`config.mk`:
```
export PLATFORM = sky130hd
export DESIGN_NAME = i2c_master_burst
export DESIGN_NICKNAME = d
export VERILOG_FILES = /design/src/rtl/i2c_master_burst.sv
export SDC_FILE = /design/constraint.sdc
export NUM_CORES = 1
export LEC_CHECK = 0
export BUFFER_PORTS_ARGS = -buffer_cell sky130_fd_sc_hd__buf_4
export CAP_MARGIN = 20
export CORE_UTILIZATION = 31
export CTS_BUF_LIST = sky130_fd_sc_hd__clkbuf_4 sky130_fd_sc_hd__clkbuf_8 sky130_fd_sc_hd__clkbuf_16
export DETAILED_ROUTE_END_ITERATION = 10
export REMOVE_ABC_BUFFERS = 1
export SLEW_MARGIN = 20
export SYNTH_ARGS = -nofsm -noshare
export SYNTH_HDL_FRONTEND = slang
export SYNTH_SLANG_ARGS = --single-unit
```
`constraint.sdc`:
```
create_clock -name clk -period 5.1 [get_ports clk]
set_input_delay 0.255 -clock clk [delete_from_list [all_inputs] [get_ports clk]]
set_output_delay 0.255 -clock clk [all_outputs]
set_load 0.005 [all_outputs]
```
`src/rtl/i2c_master_burst.sv`:
```
// i2c_master_burst: single-master I2C engine running START, address+R/W,
// 0..2^LEN_W-1 data bytes with per-byte ACK/NACK, and STOP from one start pulse.
// SCL is derived from a CLK_DIV divider (4 quarters per bit).
// Optional slave clock stretching is compiled in with `define I2C_CLK_STRETCH_EN.
module i2c_master_burst #(
    parameter int unsigned CLK_DIV = 4,
    parameter int unsigned LEN_W   = 4
) (
    input  logic             clk,
    input  logic             rst,
    input  logic             start,
    input  logic [6:0]       addr,
    input  logic             rw,
    input  logic [LEN_W-1:0] len,
    input  logic [7:0]       tx_data,
    output logic             tx_load,
    output logic [7:0]       rx_data,
    output logic             rx_valid,
    output logic             busy,
    output logic             done,
    output logic             nack,
    input  logic             SCL_I,
    input  logic             SDA_I,
    output logic             SCL_O,
    output logic             SDA_O
);

    localparam int unsigned DIV_W = (CLK_DIV > 2) ? $clog2(CLK_DIV) : 1;

    typedef enum logic [3:0] {
        IDLE, START, ADDR, ADDR_ACK, WRITE, WRITE_ACK, READ, READ_ACK, STOP
    } state_t;

    state_t           r_state;
    logic [DIV_W-1:0] r_div;
    logic [1:0]       r_q;
    logic [2:0]       r_bit;
    logic [7:0]       r_sh;
    logic [6:0]       r_rx_sh;
    logic [LEN_W-1:0] r_rem;
    logic             r_rw;
    logic             r_samp;

    logic w_tick;
    logic w_hold;
    logic w_data_bit;

    // Quarter ends on the last divider count; data/ACK bits are the only stretchable ones
    assign w_tick     = (r_div == DIV_W'(CLK_DIV - 1));
    assign w_data_bit = (r_state != IDLE) && (r_state != START) && (r_state != STOP);

`ifdef I2C_CLK_STRETCH_EN
    // Slave holding SCL low during the high phase freezes q2 at its first count
    assign w_hold = w_data_bit && (r_q == 2'd2) && !SCL_I;
`else
    logic w_unused_scl;
    assign w_unused_scl = SCL_I;
    assign w_hold       = 1'b0;
`endif

    // Transaction FSM, bit timing and all registered outputs
    always_ff @(posedge clk) begin
        if (!rst) begin
            r_state  <= IDLE;
            r_div    <= '0;
            r_q      <= 2'd0;
            r_bit    <= 3'd0;
            r_sh     <= 8'h00;
            r_rx_sh  <= 7'h00;
            r_rem    <= '0;
            r_rw     <= 1'b0;
            r_samp   <= 1'b1;
            tx_load  <= 1'b0;
            rx_data  <= 8'h00;
            rx_valid <= 1'b0;
            busy     <= 1'b0;
            done     <= 1'b0;
            nack     <= 1'b0;
            SCL_O    <= 1'b1;
            SDA_O    <= 1'b1;
        end else begin
            tx_load  <= 1'b0;
            rx_valid <= 1'b0;
            done     <= 1'b0;
            if (r_state == IDLE) begin
                if (start) begin
                    r_state <= START;
                    r_sh    <= {addr, rw};
                    r_rw    <= rw;
                    r_rem   <= len;
                    nack    <= 1'b0;
                    busy    <= 1'b1;
                    r_div   <= '0;
                    r_q     <= 2'd0;
                    r_bit   <= 3'd0;
                end
            end else if (w_hold) begin
                r_div <= '0;
            end else if (!w_tick) begin
                r_div <= r_div + DIV_W'(1);
            end else begin
                r_div <= '0;
                // Sample point: last cycle of q2
                if (r_q == 2'd2) begin
                    r_samp <= SDA_I;
                    if (r_state == READ) begin
                        r_rx_sh <= {r_rx_sh[5:0], SDA_I};
                        if (r_bit == 3'd7) begin
                            rx_data  <= {r_rx_sh, SDA_I};
                            rx_valid <= 1'b1;
                        end
                    end
                end
                if (r_q != 2'd3) begin
                    r_q <= r_q + 2'd1;
                    if (r_q == 2'd1) begin
                        SCL_O <= 1'b1;
                        if (r_state == START) begin
                            SDA_O <= 1'b0;
                        end
                    end
                    if ((r_q == 2'd2) && (r_state == STOP)) begin
                        SDA_O <= 1'b1;
                    end
                end else begin
                    // Bit boundary: pick the next bit and its SDA level at q0
                    r_q   <= 2'd0;
                    SCL_O <= 1'b0;
                    case (r_state)
                        START: begin
                            r_state <= ADDR;
                            SDA_O   <= r_sh[7];
                            r_sh    <= {r_sh[6:0], 1'b0};
                            r_bit   <= 3'd0;
                        end
                        ADDR, WRITE: begin
                            if (r_bit == 3'd7) begin
                                r_state <= (r_state == ADDR) ? ADDR_ACK : WRITE_ACK;
                                SDA_O   <= 1'b1;
                            end else begin
                                SDA_O <= r_sh[7];
                                r_sh  <= {r_sh[6:0], 1'b0};
                                r_bit <= r_bit + 3'd1;
                            end
                        end
                        ADDR_ACK: begin
                            r_bit <= 3'd0;
                            if (r_samp) begin
                                nack    <= 1'b1;
                                r_state <= STOP;
                                SDA_O   <= 1'b0;
                            end else if (r_rem == '0) begin
                                r_state <= STOP;
                                SDA_O   <= 1'b0;
                            end else if (!r_rw) begin
                                r_state <= WRITE;
                                r_sh    <= {tx_data[6:0], 1'b0};
                                SDA_O   <= tx_data[7];
                                tx_load <= 1'b1;
                            end else begin
                                r_state <= READ;
                                SDA_O   <= 1'b1;
                            end
                        end
                        WRITE_ACK: begin
                            r_bit <= 3'd0;
                            if (r_samp) begin
                                nack    <= 1'b1;
                                r_state <= STOP;
                                SDA_O   <= 1'b0;
                            end else begin
                                r_rem <= r_rem - LEN_W'(1);
                                if (r_rem == LEN_W'(1)) begin
                                    r_state <= STOP;
                                    SDA_O   <= 1'b0;
                                end else begin
                                    r_state <= WRITE;
                                    r_sh    <= {tx_data[6:0], 1'b0};
                                    SDA_O   <= tx_data[7];
                                    tx_load <= 1'b1;
                                end
                            end
                        end
                        READ: begin
                            if (r_bit == 3'd7) begin
                                r_state <= READ_ACK;
                                SDA_O   <= (r_rem == LEN_W'(1));
                            end else begin
                                r_bit <= r_bit + 3'd1;
                            end
                        end
                        READ_ACK: begin
                            r_bit <= 3'd0;
                            r_rem <= r_rem - LEN_W'(1);
                            if (r_rem == LEN_W'(1)) begin
                                r_state <= STOP;
                                SDA_O   <= 1'b0;
                            end else begin
                                r_state <= READ;
                                SDA_O   <= 1'b1;
                            end
                        end
                        STOP: begin
                            r_state <= IDLE;
                            done    <= 1'b1;
                            busy    <= 1'b0;
                            SCL_O   <= 1'b1;
                            SDA_O   <= 1'b1;
                        end
                        default: begin
                            r_state <= IDLE;
                        end
                    endcase
                end
            end
        end
    end

endmodule

```
Word level (Yosys, flattened, before mapping). Index checks and enable logic that the tools add are counted.

Reduce and logical (&&, ||, !) cells: 30. Equality and inequality tests: 29. Muxes and demuxes: 76. Bitwise logic cells: 5. Add/subtract/negate cells: 4.

Operators with widths (count): 8-bit 2-to-1 mux (10); 4-bit 2-to-1 mux (16); 8-bit case mux with 4 select lines (1); 1-bit 2-to-1 mux (31); 5-bit AND reduction (5); 3-bit != test, second input constant (8); 4-bit case mux with 6 select lines (1); 3-bit 2-to-1 mux (6); 4-bit by 3-bit == test with 1-bit output, second input constant (4); 2-bit 2-to-1 mux (7); 10-bit AND reduction (1); 3-bit by 1-bit != test with 1-bit output, second input constant (3); 4-bit by 1-bit == test with 1-bit output, second input constant (2); 4-bit by 2-bit == test with 1-bit output, second input constant (2); 4-bit logical NOT (2); 4-bit case mux with 2 select lines (1); 4-bit AND reduction (2); 2-bit nonzero test (4); 8-bit nonzero test (1); 4-bit OR reduction (2); 1-bit case mux with 7 select lines (1); 2-bit != test, second input constant (3); 3-bit case mux with 2 select lines (1); 3-bit AND reduction (2); 19 further kinds (28).

Word-level logic and storage cells: 161. Output and inout port bits: 15. Register bits: 47. Bits of input ports: 25.

Logic depth before layout (Yosys ltp).
Depth in word-level cells: 7. Mapped depth: 8. Gate-level depth less buffers: 7.

Worst setup path after synthesis. Ideal clock, no wire load.

Path type: reg-to-reg. From: register r_div[0]. To: register r_rx_sh[5]. Buffers on the path: 2. Path slack: 3251 ps. Cell stages (with the launch flop): 8. Data arrival time: 1733 ps. Setup time: 116 ps. Cells stage by stage: dfxtp_1 > ha_1 > clkbuf_1 > nand2_1 > nor3_4 > buf_4 > mux2i_1 > nor2b_1.

Longest elaborated chain between the ends: 2.

Ends and longest elaborated chain: start, declared (line 35) `logic [DIV_W-1:0] r_div;`; start signal, assigned (line 100) `r_div <= r_div + DIV_W'(1);`; 2-bit == test (line 49) `assign w_tick = (r_div == DIV_W'(CLK_DIV - 1));`; 4-bit AND reduction (no line); end signal, assigned (line 107) `r_rx_sh <= {r_rx_sh[5:0], SDA_I};`; end, declared (line 39) `logic [6:0] r_rx_sh;`.

No other way between the ends. A chain may end at the register's enable or synchronous reset.

Final worst setup path.
From: register r_state[1]. To: register rx_data[7].

Longest elaborated chain between the ends: 3.

Ends and longest elaborated chain: start, declared (line 34) `state_t r_state;`; start signal, assigned (line 138) `r_state <= (r_state == ADDR) ? ADDR_ACK : WRITE_ACK;`; 4-bit logical NOT (line 85) `if (r_state == IDLE) begin`; 1-bit NOT (no line); 5-bit AND reduction (no line) *; end signal, assigned (line 109) `rx_data <= {r_rx_sh, SDA_I};`; end, declared (line 17) `output logic [7:0] rx_data,`.

Every way passes the cells marked *; elsewhere a longest branch is shown, timed or not.

==> results_dict.tcl <==
set metrics [dict create \
    drc 0 \
    ir_drop_mv 0.0945 \
    clk_pin_slew_ns 0.09 \
    dp_slack_ns 2.63 \
    p_leak_nw 1.15 \
    cap_violations 0 \
    power_uw 775 \
    worst_slack_ns 2.61 \
    grt_pass1_vias 2212 \
    timing.fmax_mhz 401 \
    ys_types 51 \
    cts_tree "yes" \
    power_switching_uw 201 \
    crit_fanout 23 \
    timing.hold.ws_ns 0.200 \
    ff2ff_path_depth 5 \
    ys.flop_type "dfxtp_1" \
    min_to "r_samp" \
    power_density_nw_per_um2 254 \
    yosysSeqAreaShare_pct 35.7 \
    final_hold_viol_count 0 \
    syn_avg_cell_area_um2 8.04 \
    post_drt_via_cell_ratio 5.10 \
    finalCritPeriodShare_pct 48.9 \
    yosysWarningCount 0 \
    setup_viol 0 \
    p_clk_share_pct 35.6 \
    worstHoldPathType "input pin to register" \
    arrival_ns 2.68 \
    gp_congestion 0.799 \
    required_ns 5.28 \
    min_from "SDA_I" \
    dr.pass1.iters 4 \
    slew_headroom_pct 49.0 \
    p_sw_share_pct 25.9 \
    drive_above_1_share_pct 16.3 \
    clk_latency_ns 0.30 \
    avgRoutedWirePerCell_um 13.3 \
    synth_edf_count 0 \
    cp_cell_sequence "nand2_1 > nor3_4 > nand2_1 > nand2_1 > a21boi_0" \
    die_y_um 94.2 \
    overflow 0 \
    fin_skew_ns 0.00511 \
    start_util_pct 32.1 \
    tns_ns 0 \
    grt_max_degree 56 \
    track_usage_pct 14.4 \
    die_w_um 94.2 \
    holdBufCountCts 0 \
    clock-sinks 47 \
    antenna_left 0 \
    reg2reg_to "rx_data[7]" \
    io_pins 40 \
    p_seq_share_pct 50.4 \
    num_rows 33 \
    synthCells 328 \
    core_area_um2 8220 \
    final_area_um2 3050 \
    final_util_pct 37.2 \
    p_int_uw 574 \
    ys_async_sr_fraction_pct 0 \
    nNetsFinal 381 \
    clock_path_buffers 2 \
    netlist_area_um2 2640 \
    fin_crit_ns 2.49 \
    postCtsResizedCells 0 \
    cp-start-kind "register" \
    maxSlewViolCount 0 \
    drt_iter0_drc 93 \
    status "finished, final reports clean" \
    port-buffer-count 38 \
    vias 2317 \
    cp_common_cell "nand2_1" \
    place_hpwl_mm 4.05 \
    combPwrFrac_pct 14.0 \
    grt_pass1_wl_mm 10.3 \
    timing.rr.start "r_state[1]" \
    placed_area_um2 2940 \
    antenna_found_initial 0 \
    totalWireLength_mm 6.04 \
    dp.cells 446 \
    clockRootBuffer "clkbuf_8" \
    cts_buffers 5 \
    die_area_um2 8880 \
    postCtsSetupBuffers 0 \
    crit_path_end_kind "register" \
    rrSetupSlack_ns 2.61 \
    fin_cells 454 \
    crit_slowest_cell "dfxtp_1" \
    critPathMaxStageDelay_ns 0.83 \
    worstMarginPinSlew_ns 0.764 \
    diodes 0 \
    synth-seq-cells 47 \
    holdPathStages 3 \
    h-tree-depth 2 \
    rsz0062_at_grt "false" \
    syn_to_final_growth_pct 15.9 \
    crit_type "register to register" \
]
## worst max-delay path by stage
stage / start / endpoint / depth (start not counted)
2_1_floorplan: r_state[1] / r_rem[2] / 5
3_3_place_gp: r_state[1] / rx_data[3] / 5
3_5_place_dp: r_state[1] / rx_data[7] / 5
4_1_cts: r_state[1] / rx_data[7] / 5
5_1_grt: r_state[1] / rx_data[0] / 5
6_report: r_state[1] / rx_data[7] / 5
## flip-flops by register name, summed over array words and instances (netlist names)
name / flops
busy: 1
r_bit: 3
done: 1
SCL_O: 1
r_div: 2
tx_load: 1
rx_valid: 1
r_rx_sh: 7
nack: 1
SDA_O: 1
r_rem: 4
r_samp: 1
r_sh: 8
r_state: 4
r_q: 2
r_rw: 1
rx_data: 8
## layout by cell type, fill, tap and decap left out, types with 2 or more instances in the layout
master    count
nand2b_1      2
nor3_1        5
o22ai_1       2
nor2_1       19
mux2i_1      11
a21boi_0     17
or4_1         2
a21oi_1       9
nor2b_1      12
dfxtp_1      47
a21boi_1      2
or2_2         2
clkbuf_8      5
o21bai_1      2
o221ai_1      2
o31ai_1       2
o21ai_0      25
buf_4        39
nor3b_1       3
nand3b_1      6
o21a_1        4
or3b_2        2
nand3_1      29
a31oi_1       9
o211ai_1      9
o31a_1        3
and2_1        3
ha_1          8
inv_1         6
nand2_1      39
and3_1        2
## cells by family after synthesis
kind of cell,Yosys count,share of synthesized area [%]
muxes,12,4.60
and+or+nand+nor,133,26.2
adders and majority gates,8,3.80
buffers and inverters,32,5.36
DFF,47,35.7
xor gates and xnor gates,2,0.665
AOI/OAI and AO/OA,94,23.6
## final cells by class
cell class                      count  area [um2]
Timing Repair Buffer               39         293
Clock inverter                      3        43.8
Tap cell                          105         131
Fill cell                         874        5160
Inverter                            6        22.5
Sequential cell                    47         941
Multi-Input combinational cell    249        1550
Clock buffer                        5        68.8
## synthesized netlist by cell type, drive strengths merged, types with 2 or more instances
master | instances | area, um2
mux2i | 11 | 110
dfxtp | 47 | 941
o211ai | 10 | 80.1
nor3b | 3 | 22.5
nor2b | 12 | 75.1
and3 | 2 | 12.5
nor2 | 19 | 71.3
and2 | 3 | 18.8
nand3b | 6 | 45.0
a21boi | 19 | 143
nand3 | 29 | 145
or3b | 2 | 17.5
a21oi | 9 | 45.0
ha | 8 | 100
nand2b | 3 | 21.3
o21ai | 26 | 130
o21bai | 2 | 15.0
a31oi | 9 | 56.3
clkbuf | 16 | 60.1
inv | 6 | 22.5
nand2 | 39 | 146
or4 | 2 | 15.0
o31a | 3 | 26.3
o31ai | 2 | 15.0
or2 | 2 | 12.5
nor3 | 6 | 41.3
o21a | 4 | 30.0
o221ai | 2 | 17.5
buf | 10 | 58.8
o22ai | 2 | 12.5
## layer usage
layer | wire, um | global-route usage, % | part of all wire (%) | vias to the layer above
met5 | 0 | 0 | 0 | -
met2 | 2740 | 22.9 | 45 | 41
met3 | 213 | 2.67 | 3.5 | 5
li1 | - | - | - | 1208
met1 | 3030 | 19.6 | 50 | 1063
met4 | 49 | 4.49 | 0.81 | 0
## worst max-delay path, delay by kind of cell (launching register included)
family | cells | cell delay (ns)
flops | 1 | 0.83
simple gates | 4 | 1.47
compound gates | 1 | 0.09
## power groups by stage
stage	sequential [mW]	clock (mW)	combinational [mW]
global route	0.393	0.302	0.123
detailed placement	0.399	0	0.109
floorplan	0.396	0	0.0694
finish	0.391	0.276	0.108
global placement	0.399	0	0.107
CTS	0.391	0.286	0.109
No activity file was read; power rests on OpenSTA's default activity.
